===== src/rtl/bitsieve_pkg.sv =====
// Shared types and defaults for the BitSieve selection tree consumer.
// Revision 1.0
`default_nettype none

package bitsieve_pkg;

  localparam int N_SPINS_DEFAULT = 1024;
  localparam int IDX_W_DEFAULT   = 10;
  localparam int IDX_W_MAX       = 10;

  typedef enum logic [0:0] {
    IDLE     = 1'b0,
    DISPATCH = 1'b1
  } state_t;

  // Index field is sized for the widest legal tree; narrower configs zero-extend.
  typedef struct packed {
    logic [IDX_W_MAX-1:0] index;
    logic                 old_spin;
  } flip_evt_t;

endpackage

`default_nettype wire


===== src/rtl/spin_index_decoder.sv =====
// Candidate index to one-hot toggle mask, with an out-of-range flag.
// Revision 1.0
`default_nettype none

module spin_index_decoder
  import bitsieve_pkg::*;
#(
  parameter int N_SPINS = N_SPINS_DEFAULT,
  parameter int IDX_W   = IDX_W_DEFAULT
) (
  input  logic [IDX_W-1:0]   idx,
  output logic [N_SPINS-1:0] mask,
  output logic               out_of_range
);

  for (genvar i = 0; i < N_SPINS; i++) begin : g_dec
    assign mask[i] = (idx == IDX_W'(i));
  end

  assign out_of_range = (32'(idx) >= N_SPINS);

endmodule

`default_nettype wire


===== src/rtl/spin_flip_dispatcher.sv =====
// Owns the spin register, toggles the selected spin and hands the flip event
// to the field-update engine over a valid/ack handshake. Revision 1.0
`default_nettype none

module spin_flip_dispatcher
  import bitsieve_pkg::*;
#(
  parameter int N_SPINS = N_SPINS_DEFAULT,
  parameter int IDX_W   = IDX_W_DEFAULT,
  parameter int CNT_W   = 16
) (
  input  logic               clk,
  input  logic               rst_n,
  input  logic               clr,
  input  logic               cand_strobe,
  input  logic [IDX_W-1:0]   cand_index,
  input  logic               cand_any,
  output logic               cand_ready,
  output logic               flip_valid,
  output logic [IDX_W-1:0]   flip_index,
  output logic               flip_old_spin,
  input  logic               flip_ack,
  output logic [N_SPINS-1:0] spin_q,
  output logic               null_event,
  output logic               idx_err,
  output logic [CNT_W-1:0]   flip_count,
  output logic [CNT_W-1:0]   null_count
);

  state_t             state;
  flip_evt_t          evt;
  logic [N_SPINS-1:0] toggle_mask;
  logic               idx_oor;
  logic               old_bit;

  spin_index_decoder #(
    .N_SPINS (N_SPINS),
    .IDX_W   (IDX_W)
  ) u_dec (
    .idx          (cand_index),
    .mask         (toggle_mask),
    .out_of_range (idx_oor)
  );

  // Reduction through the mask avoids indexing past N_SPINS on bad indices.
  assign old_bit       = |(spin_q & toggle_mask);
  assign cand_ready    = (state == IDLE);
  assign flip_index    = evt.index[IDX_W-1:0];
  assign flip_old_spin = evt.old_spin;

  always_ff @(posedge clk or negedge rst_n) begin
    if (!rst_n) begin
      state      <= IDLE;
      spin_q     <= '0;
      evt        <= '0;
      flip_valid <= 1'b0;
      null_event <= 1'b0;
      idx_err    <= 1'b0;
      flip_count <= '0;
      null_count <= '0;
    end else begin
      null_event <= 1'b0;
      if (clr) begin
        state      <= IDLE;
        spin_q     <= '0;
        flip_valid <= 1'b0;
        idx_err    <= 1'b0;
        flip_count <= '0;
        null_count <= '0;
      end else begin
        case (state)
          IDLE: begin
            if (cand_strobe) begin
              if (!cand_any) begin
                null_event <= 1'b1;
                null_count <= null_count + CNT_W'(null_count != '1);
              end else if (idx_oor) begin
                idx_err <= 1'b1;
              end else begin
                spin_q       <= spin_q ^ toggle_mask;
                evt.index    <= IDX_W_MAX'(cand_index);
                evt.old_spin <= old_bit;
                flip_valid   <= 1'b1;
                state        <= DISPATCH;
              end
            end
          end
          DISPATCH: begin
            if (flip_ack) begin
              flip_valid <= 1'b0;
              flip_count <= flip_count + CNT_W'(flip_count != '1);
              state      <= IDLE;
            end
          end
          default: state <= IDLE;
        endcase
      end
    end
  end

endmodule

`default_nettype wire


===== config.mk =====
export PLATFORM = sky130hd
export DESIGN_NAME = spin_flip_dispatcher
export DESIGN_NICKNAME = d
export VERILOG_FILES = /design/src/rtl/bitsieve_pkg.sv /design/src/rtl/spin_index_decoder.sv /design/src/rtl/spin_flip_dispatcher.sv
export SDC_FILE = /design/constraint.sdc
export NUM_CORES = 2
export LEC_CHECK = 0
export ABC_AREA = 1
export BUFFER_PORTS_ARGS = -buffer_cell sky130_fd_sc_hd__clkbuf_2
export CAP_MARGIN = 20
export CORE_AREA = 3 3 420 422
export CTS_CLUSTER_SIZE = 16
export DETAILED_ROUTE_END_ITERATION = 10
export DIE_AREA = 0 0 423 425
export PLACE_DENSITY_LB_ADDON = 0.25
export SLEW_MARGIN = 20
export SYNTH_ARGS = -nofsm -noshare
export SYNTH_HDL_FRONTEND = slang
export SYNTH_SLANG_ARGS = --single-unit

===== constraint.sdc =====
create_clock -name clk -period 4.8 [get_ports clk]
set_input_delay 0.24 -clock clk [delete_from_list [all_inputs] [get_ports clk]]
set_output_delay 0.24 -clock clk [all_outputs]
set_load 0.03 [all_outputs]

== After elaboration in Yosys (flattened, before gate mapping) ==
Index checks and enable logic that the tools add are counted.
Widths: inputs -> output; s select.

* Bits in registers: 1070
* Output and inout bits: 1071
* Word-level logic and storage cells: 1080

* Add/subtract/negate cells: 2
* Equal/unequal tests: 1030
* Mux-type cells: 25
* Bitwise logic cells: 4
* Reductions and logical operators: 11

{| class="wikitable"
|+ Operator list
! kind !! count
|-
| $eq 10x10->1 const B || 512
|-
| $mux 1024 || 4
|-
| $eq 10x9->1 const B || 256
|-
| $eq 10x8->1 const B || 128
|-
| $and 1024x1024->1024 || 1
|-
| $reduce_or 1024->1 || 1
|-
| $xor 1024x1024->1024 || 1
|-
| $eq 10x7->1 const B || 64
|-
| $eq 10x6->1 const B || 32
|-
| $eq 10x5->1 const B || 16
|-
| $mux 16 || 7
|-
| $eq 10x4->1 const B || 8
|-
| $eq 10x3->1 const B || 4
|-
| $add 16x1->16 || 2
|-
| $ne 16x16->1 const B || 2
|-
| $eq 10x2->1 const B || 2
|-
| $mux 1 || 12
|-
| $eq 10x1->1 const B || 1
|-
| $logic_not 10->1 || 1
|-
| $ne 3x3->1 const B || 3
|-
| $reduce_and 3->1 || 3
|-
| $reduce_bool 2->1 || 4
|-
| $ne 2x2->1 const B || 2
|-
| $pmux 1 s2 || 2
|-
| other kinds (3) || 4
|}

== Depth between registers and ports, before layout ==
* Depth in word-level cells: 6
* Depth in mapped cells: 19
* Depth with buffers taken out: 18

== Hierarchy ==
From an unflattened synthesis, not the netlist that was laid out.

* Cell total of the unflattened synthesis: 8249
* Area total of the unflattened synthesis: 64505.6 µm²

{| class="wikitable"
|+ Modules (own cells, without submodules)
! module !! instances !! cells each !! area an instance (µm²)
|-
| spin_flip_dispatcher || 1 || 6756 || 58760.1
|-
| spin_index_decoder || 1 || 1493 || 5745.5
|}

== Worst setup path before layout ==
Ideal clock, no wire load.

* Kind: flip-flop to flip-flop
* Start point: reg null_count[6]
* End point: reg null_count[14]
* Library setup time: 0.123 ns
* Arrival: 2.085 ns
* Data required time: 4.677 ns
* Slack: 2.591 ns
* Stages on the path, launching flop included: 15
* Clock period less this slack: 2.209 ns
* Path through: dfrtp_1 -> inv_1 -> nor3_1 -> nand4_1 -> ha_1 -> ha_1 -> nand3_1 -> nor2_1 -> inv_1 -> nor2_1 -> nand3_1 -> nor2_1 -> nand3_1 -> o21ai_0 -> a21oi_1

* Cells in the longest elaborated chain, start to end: 6

{| class="wikitable"
|+ Ends and longest elaborated chain
! what !! RTL line !! RTL
|-
| start: declaration || spin_flip_dispatcher.sv:27 || <nowiki>output logic [CNT_W-1:0] null_count</nowiki>
|-
| start signal: assignment || spin_flip_dispatcher.sv:76 || <nowiki>null_count <= null_count + CNT_W'(null_count != '1);</nowiki>
|-
| $ne 16x16->1 || spin_flip_dispatcher.sv:76 ||
|-
| $add 16x1->16 (*) || spin_flip_dispatcher.sv:76 ||
|-
| $mux 16 (*) || spin_flip_dispatcher.sv:74 || <nowiki>if (!cand_any) begin</nowiki>
|-
| $mux 16 (*) || spin_flip_dispatcher.sv:73 || <nowiki>if (cand_strobe) begin</nowiki>
|-
| $mux 16 (*) || spin_flip_dispatcher.sv:71 || <nowiki>case (state)</nowiki>
|-
| $mux 16 (*) || spin_flip_dispatcher.sv:63 || <nowiki>if (clr) begin</nowiki>
|}

Every way passes the cells marked *; elsewhere a longest branch is shown, timed or not. The select of a mux whose other input is x is not followed.
A chain may end at the register's enable or synchronous reset.

== Worst setup path after layout ==
* Start point: in cand_index[0]
* End point: reg evt, in the netlist flip_old_spin

* Cells in the longest elaborated chain, start to end: 3
* Elaborated cells on any way between the ends: 1026

{| class="wikitable"
|+ Ends and longest elaborated chain
! what !! RTL line !! RTL
|-
| start: declaration || spin_flip_dispatcher.sv:16 || <nowiki>input logic [IDX_W-1:0] cand_index,</nowiki>
|-
| $eq 10x1->1, or another cell as far along || spin_index_decoder.sv:17 || <nowiki>assign mask[i] = (idx == IDX_W'(i));</nowiki>
|-
| $and 1024x1024->1024 (*) || spin_flip_dispatcher.sv:46 || <nowiki>assign old_bit = |(spin_q & toggle_mask);</nowiki>
|-
| $reduce_or 1024->1 (*) || spin_flip_dispatcher.sv:46 ||
|-
| end: declaration || spin_flip_dispatcher.sv:31 || <nowiki>flip_evt_t evt;</nowiki>
|}

Every way passes the cells marked *; elsewhere a longest branch is shown, timed or not.

==> impl_metrics.env <==
export IMPL_clkLatencyLatePin_ns=0.82
export IMPL_setup_tns_ns=0
export IMPL_wl_met2_mm=126
export IMPL_layout_common_cells="nand2_1, nor2_1, clkbuf_2, dfrtp_1, nand3_1"
export IMPL_postCtsSetupRepairBufs=0
export IMPL_hold_class="in -> async"
export IMPL_ys_types=31
export IMPL_grt_pass1_vias=58900
export IMPL_die_w_um=423
export IMPL_final_cell_area_mm2=0.0770
export IMPL_areaGrowthSynthToFinish_pct=19.5
export IMPL_powerDensity_mw_per_mm2=271
export IMPL_antenna_left=0
export IMPL_io_pins=1087
export IMPL_fin_ws_ns=0.600
export IMPL_start_kind="primary input"
export IMPL_tritoncts="done"
export IMPL_synthTopCellsByArea="dfrtp_1, ha_1, nand2_1"
export IMPL_slowest_stage="nor2_1"
export IMPL_cp_data_required_time_ns=5.49
export IMPL_drc=0
export IMPL_grt_ovfl_total=0
export IMPL_dp_hpwl_mm=209
export IMPL_maxSlewHeadroom_pct=15.5
export IMPL_layout_cells_non_filler=11500
export IMPL_yosysSeqAreaShare_pct=41.5
export IMPL_routed_top_layer="met5"
export IMPL_drtIter0Drc=6144
export IMPL_start_util_pct=37.2
export IMPL_path_max_fanout=9
export IMPL_netlist_area_leader_share_pct=41.5
export IMPL_period_minus_slack_ns=4.20
export IMPL_slew_violations=0
export IMPL_cts_repair_resized=0
export IMPL_max_cap_violations=0
export IMPL_cp_cell_sequence="dlygate4sd3_1 -> clkbuf_2 -> nand2_1 -> nor2_4 -> buf_4 -> nand2_1 -> nor2_1 -> ha_1 -> nor2_1 -> nand2_1 -> nor2_1 -> nand2_1 -> nor2_1 -> nand2_1 -> nor2_1 -> nand2_1 -> nor2_1 -> nand2_1 -> nand2_1 -> nand2_1"
export IMPL_dieArea_mm2=0.180
export IMPL_placedInstanceArea_mm2=0.0723
export IMPL_cts_reportedPaths_clkPinSlew_ns=0.06
export IMPL_setup_viol=0
export IMPL_placed_cells=11300
export IMPL_post_route_period_util_pct=87.5
export IMPL_path_common_cell="nand2_1"
export IMPL_yosysWarnings=0
export IMPL_leakage_nw=48.2
export IMPL_nNetsFinal=10200
export IMPL_core_area_mm2=0.173
export IMPL_antenna_found_initial=5
export IMPL_rows=153
export IMPL_cts_htree_levels=4
export IMPL_synth_cells=8227
export IMPL_viasPerCell=5.35
export IMPL_vdd_drop_max_uv=381
export IMPL_routed_wl_mm=284
export IMPL_track_usage_pct=30.7
export IMPL_grt_pass1_wl_mm=410
export IMPL_synth_area_mm2=0.0645
export IMPL_holdWs_ns=0.0750
export IMPL_syn_avg_cell_area_um2=7.83
export IMPL_synth_seq_cells=1070
export IMPL_wire_per_inst_um=24.6
export IMPL_cts_hold_buffers=16
export IMPL_cts_made_buffers=136
export IMPL_gp_routability_congestion=0.953
export IMPL_drt_met1_wl_mm=110
export IMPL_final_common_cell="nand2_1"
export IMPL_power_total_mw=20.9
export IMPL_first_pass_iters=6
export IMPL_met3_length_mm=21.0
export IMPL_fillCellCount=17400
export IMPL_yosysTopAreaCell="dfrtp_1"
export IMPL_port_buffers=1085
export IMPL_synth_nets=9271
export IMPL_crit_type="in -> reg"
export IMPL_cts_buffer_depth=3
export IMPL_worst_pin_slew_ns=1.27
export IMPL_rsz0062_at_grt="no"
export IMPL_fin_skew_ns=0.0227
export IMPL_cpPeakStageDelay_ns=0.55
export IMPL_timing_fmax_ghz=0.238
export IMPL_cts_root_buf="clkbuf_16"
export IMPL_final_util_pct=44.4
export IMPL_hold_viol=0
export IMPL_post_route_cells_drive_above_1_share_pct=16.0
export IMPL_cts_sinks=1070
export IMPL_cp_end_kind="register"
export IMPL_die_y_um=425
export IMPL_grt_start_max_net_pins=202
export IMPL_arrival_ns=4.89
export IMPL_num_vias=61700
export IMPL_status="complete, no violations"
export IMPL_preCtsSetupSlack_ns=0.441
-- critical path: cells and delay by family --
kind	cells	cell delay (ns)
and+or+nand+nor	16	3.35
buffers and inverters	3	1.06
adders and majority gates	1	0.19
-- layer usage --
| metal | global-route usage (%) | vias to the layer above |
|---|---|---|
| met4 | 24.2 | 2 |
| met5 | 0 | - |
| met1 | 37.3 | 30100 |
| met2 | 47.5 | 2579 |
| li1 | - | 28400 |
| met3 | 6.47 | 689 |
-- sequential cells by signal, indices dropped and copies added (netlist names) --
signal,cells
flip_count,16
flip_index,10
flip_old_spin,1
flip_valid,1
null_count,16
null_event,1
spin_q,1024
state,1
-- cells by family after synthesis --
logic type                 synth area share [%]
xor gates and xnor gates                 0.0272
buffers and inverters                      3.66
DFF                                        41.5
adders and majority gates                  20.0
and+or+nand+nor                            34.4
AOI/OAI and AO/OA                         0.458
other                                   0.00582
-- synth_stat cells --
cell and count:
nand2_1 2711, a31oi_1 2, clkbuf_1 188, nor3_1 12, nor3_2 1, clkinv_1 1, conb_1 1, inv_2 2
xnor2_1 1, nand3_1 1037, buf_4 12, o31ai_1 2, a211oi_1 1, nand4_1 3, nor2_2 4, a21oi_1 19
and3_1 2, buf_2 239, o22ai_1 2, xor2_1 1, o21a_1 1, nor2_4 2, inv_1 42, o21ai_1 2
dfrtp_1 1070, nor4_1 3, ha_1 1028, nand2_2 2, nor2_1 1757, buf_1 52, o21ai_0 27
-- path summary, 6_finish.rpt --
kind	startpoint	to	slack [ns]	cells past startpoint
worst min-delay path	rst_n	null_count[15]	0.08	2
worst max-delay path	cand_index[0]	flip_old_spin	0.60	20
max in group asynchronous	rst_n	spin_q[464]	3.21	3
worst max register to register	state	state	1.40	6
worst min register to register	flip_index[5]	flip_index[5]	0.51	2
min in group clk	cand_strobe	spin_q[1013]	0.17	4
-- layout make-up --
| cell class | count | area, um2 | share of cell area [%] |
|---|---|---|---|
| antenna | 3 | 7.51 | 0.00975 |
| clock buffer | 193 | 3970 | 5.16 |
| clock inverter | 47 | 548 | 0.712 |
| inverter | 45 | 176 | 0.229 |
| multi-input combinational | 6621 | 35500 | 46.1 |
| sequential | 1070 | 26800 | 34.8 |
| tap | 2325 | 2910 | 3.78 |
| timing repair buffer | 1236 | 7110 | 9.23 |
-- power breakdown --
group	internal, mW	leakage (nW)	switching (mW)
logic	0.185	31.0	1.08
registers	9.05	14.9	0.0333
clock network	6.12	2.22	4.41
(Power assumes the default switching activity.)
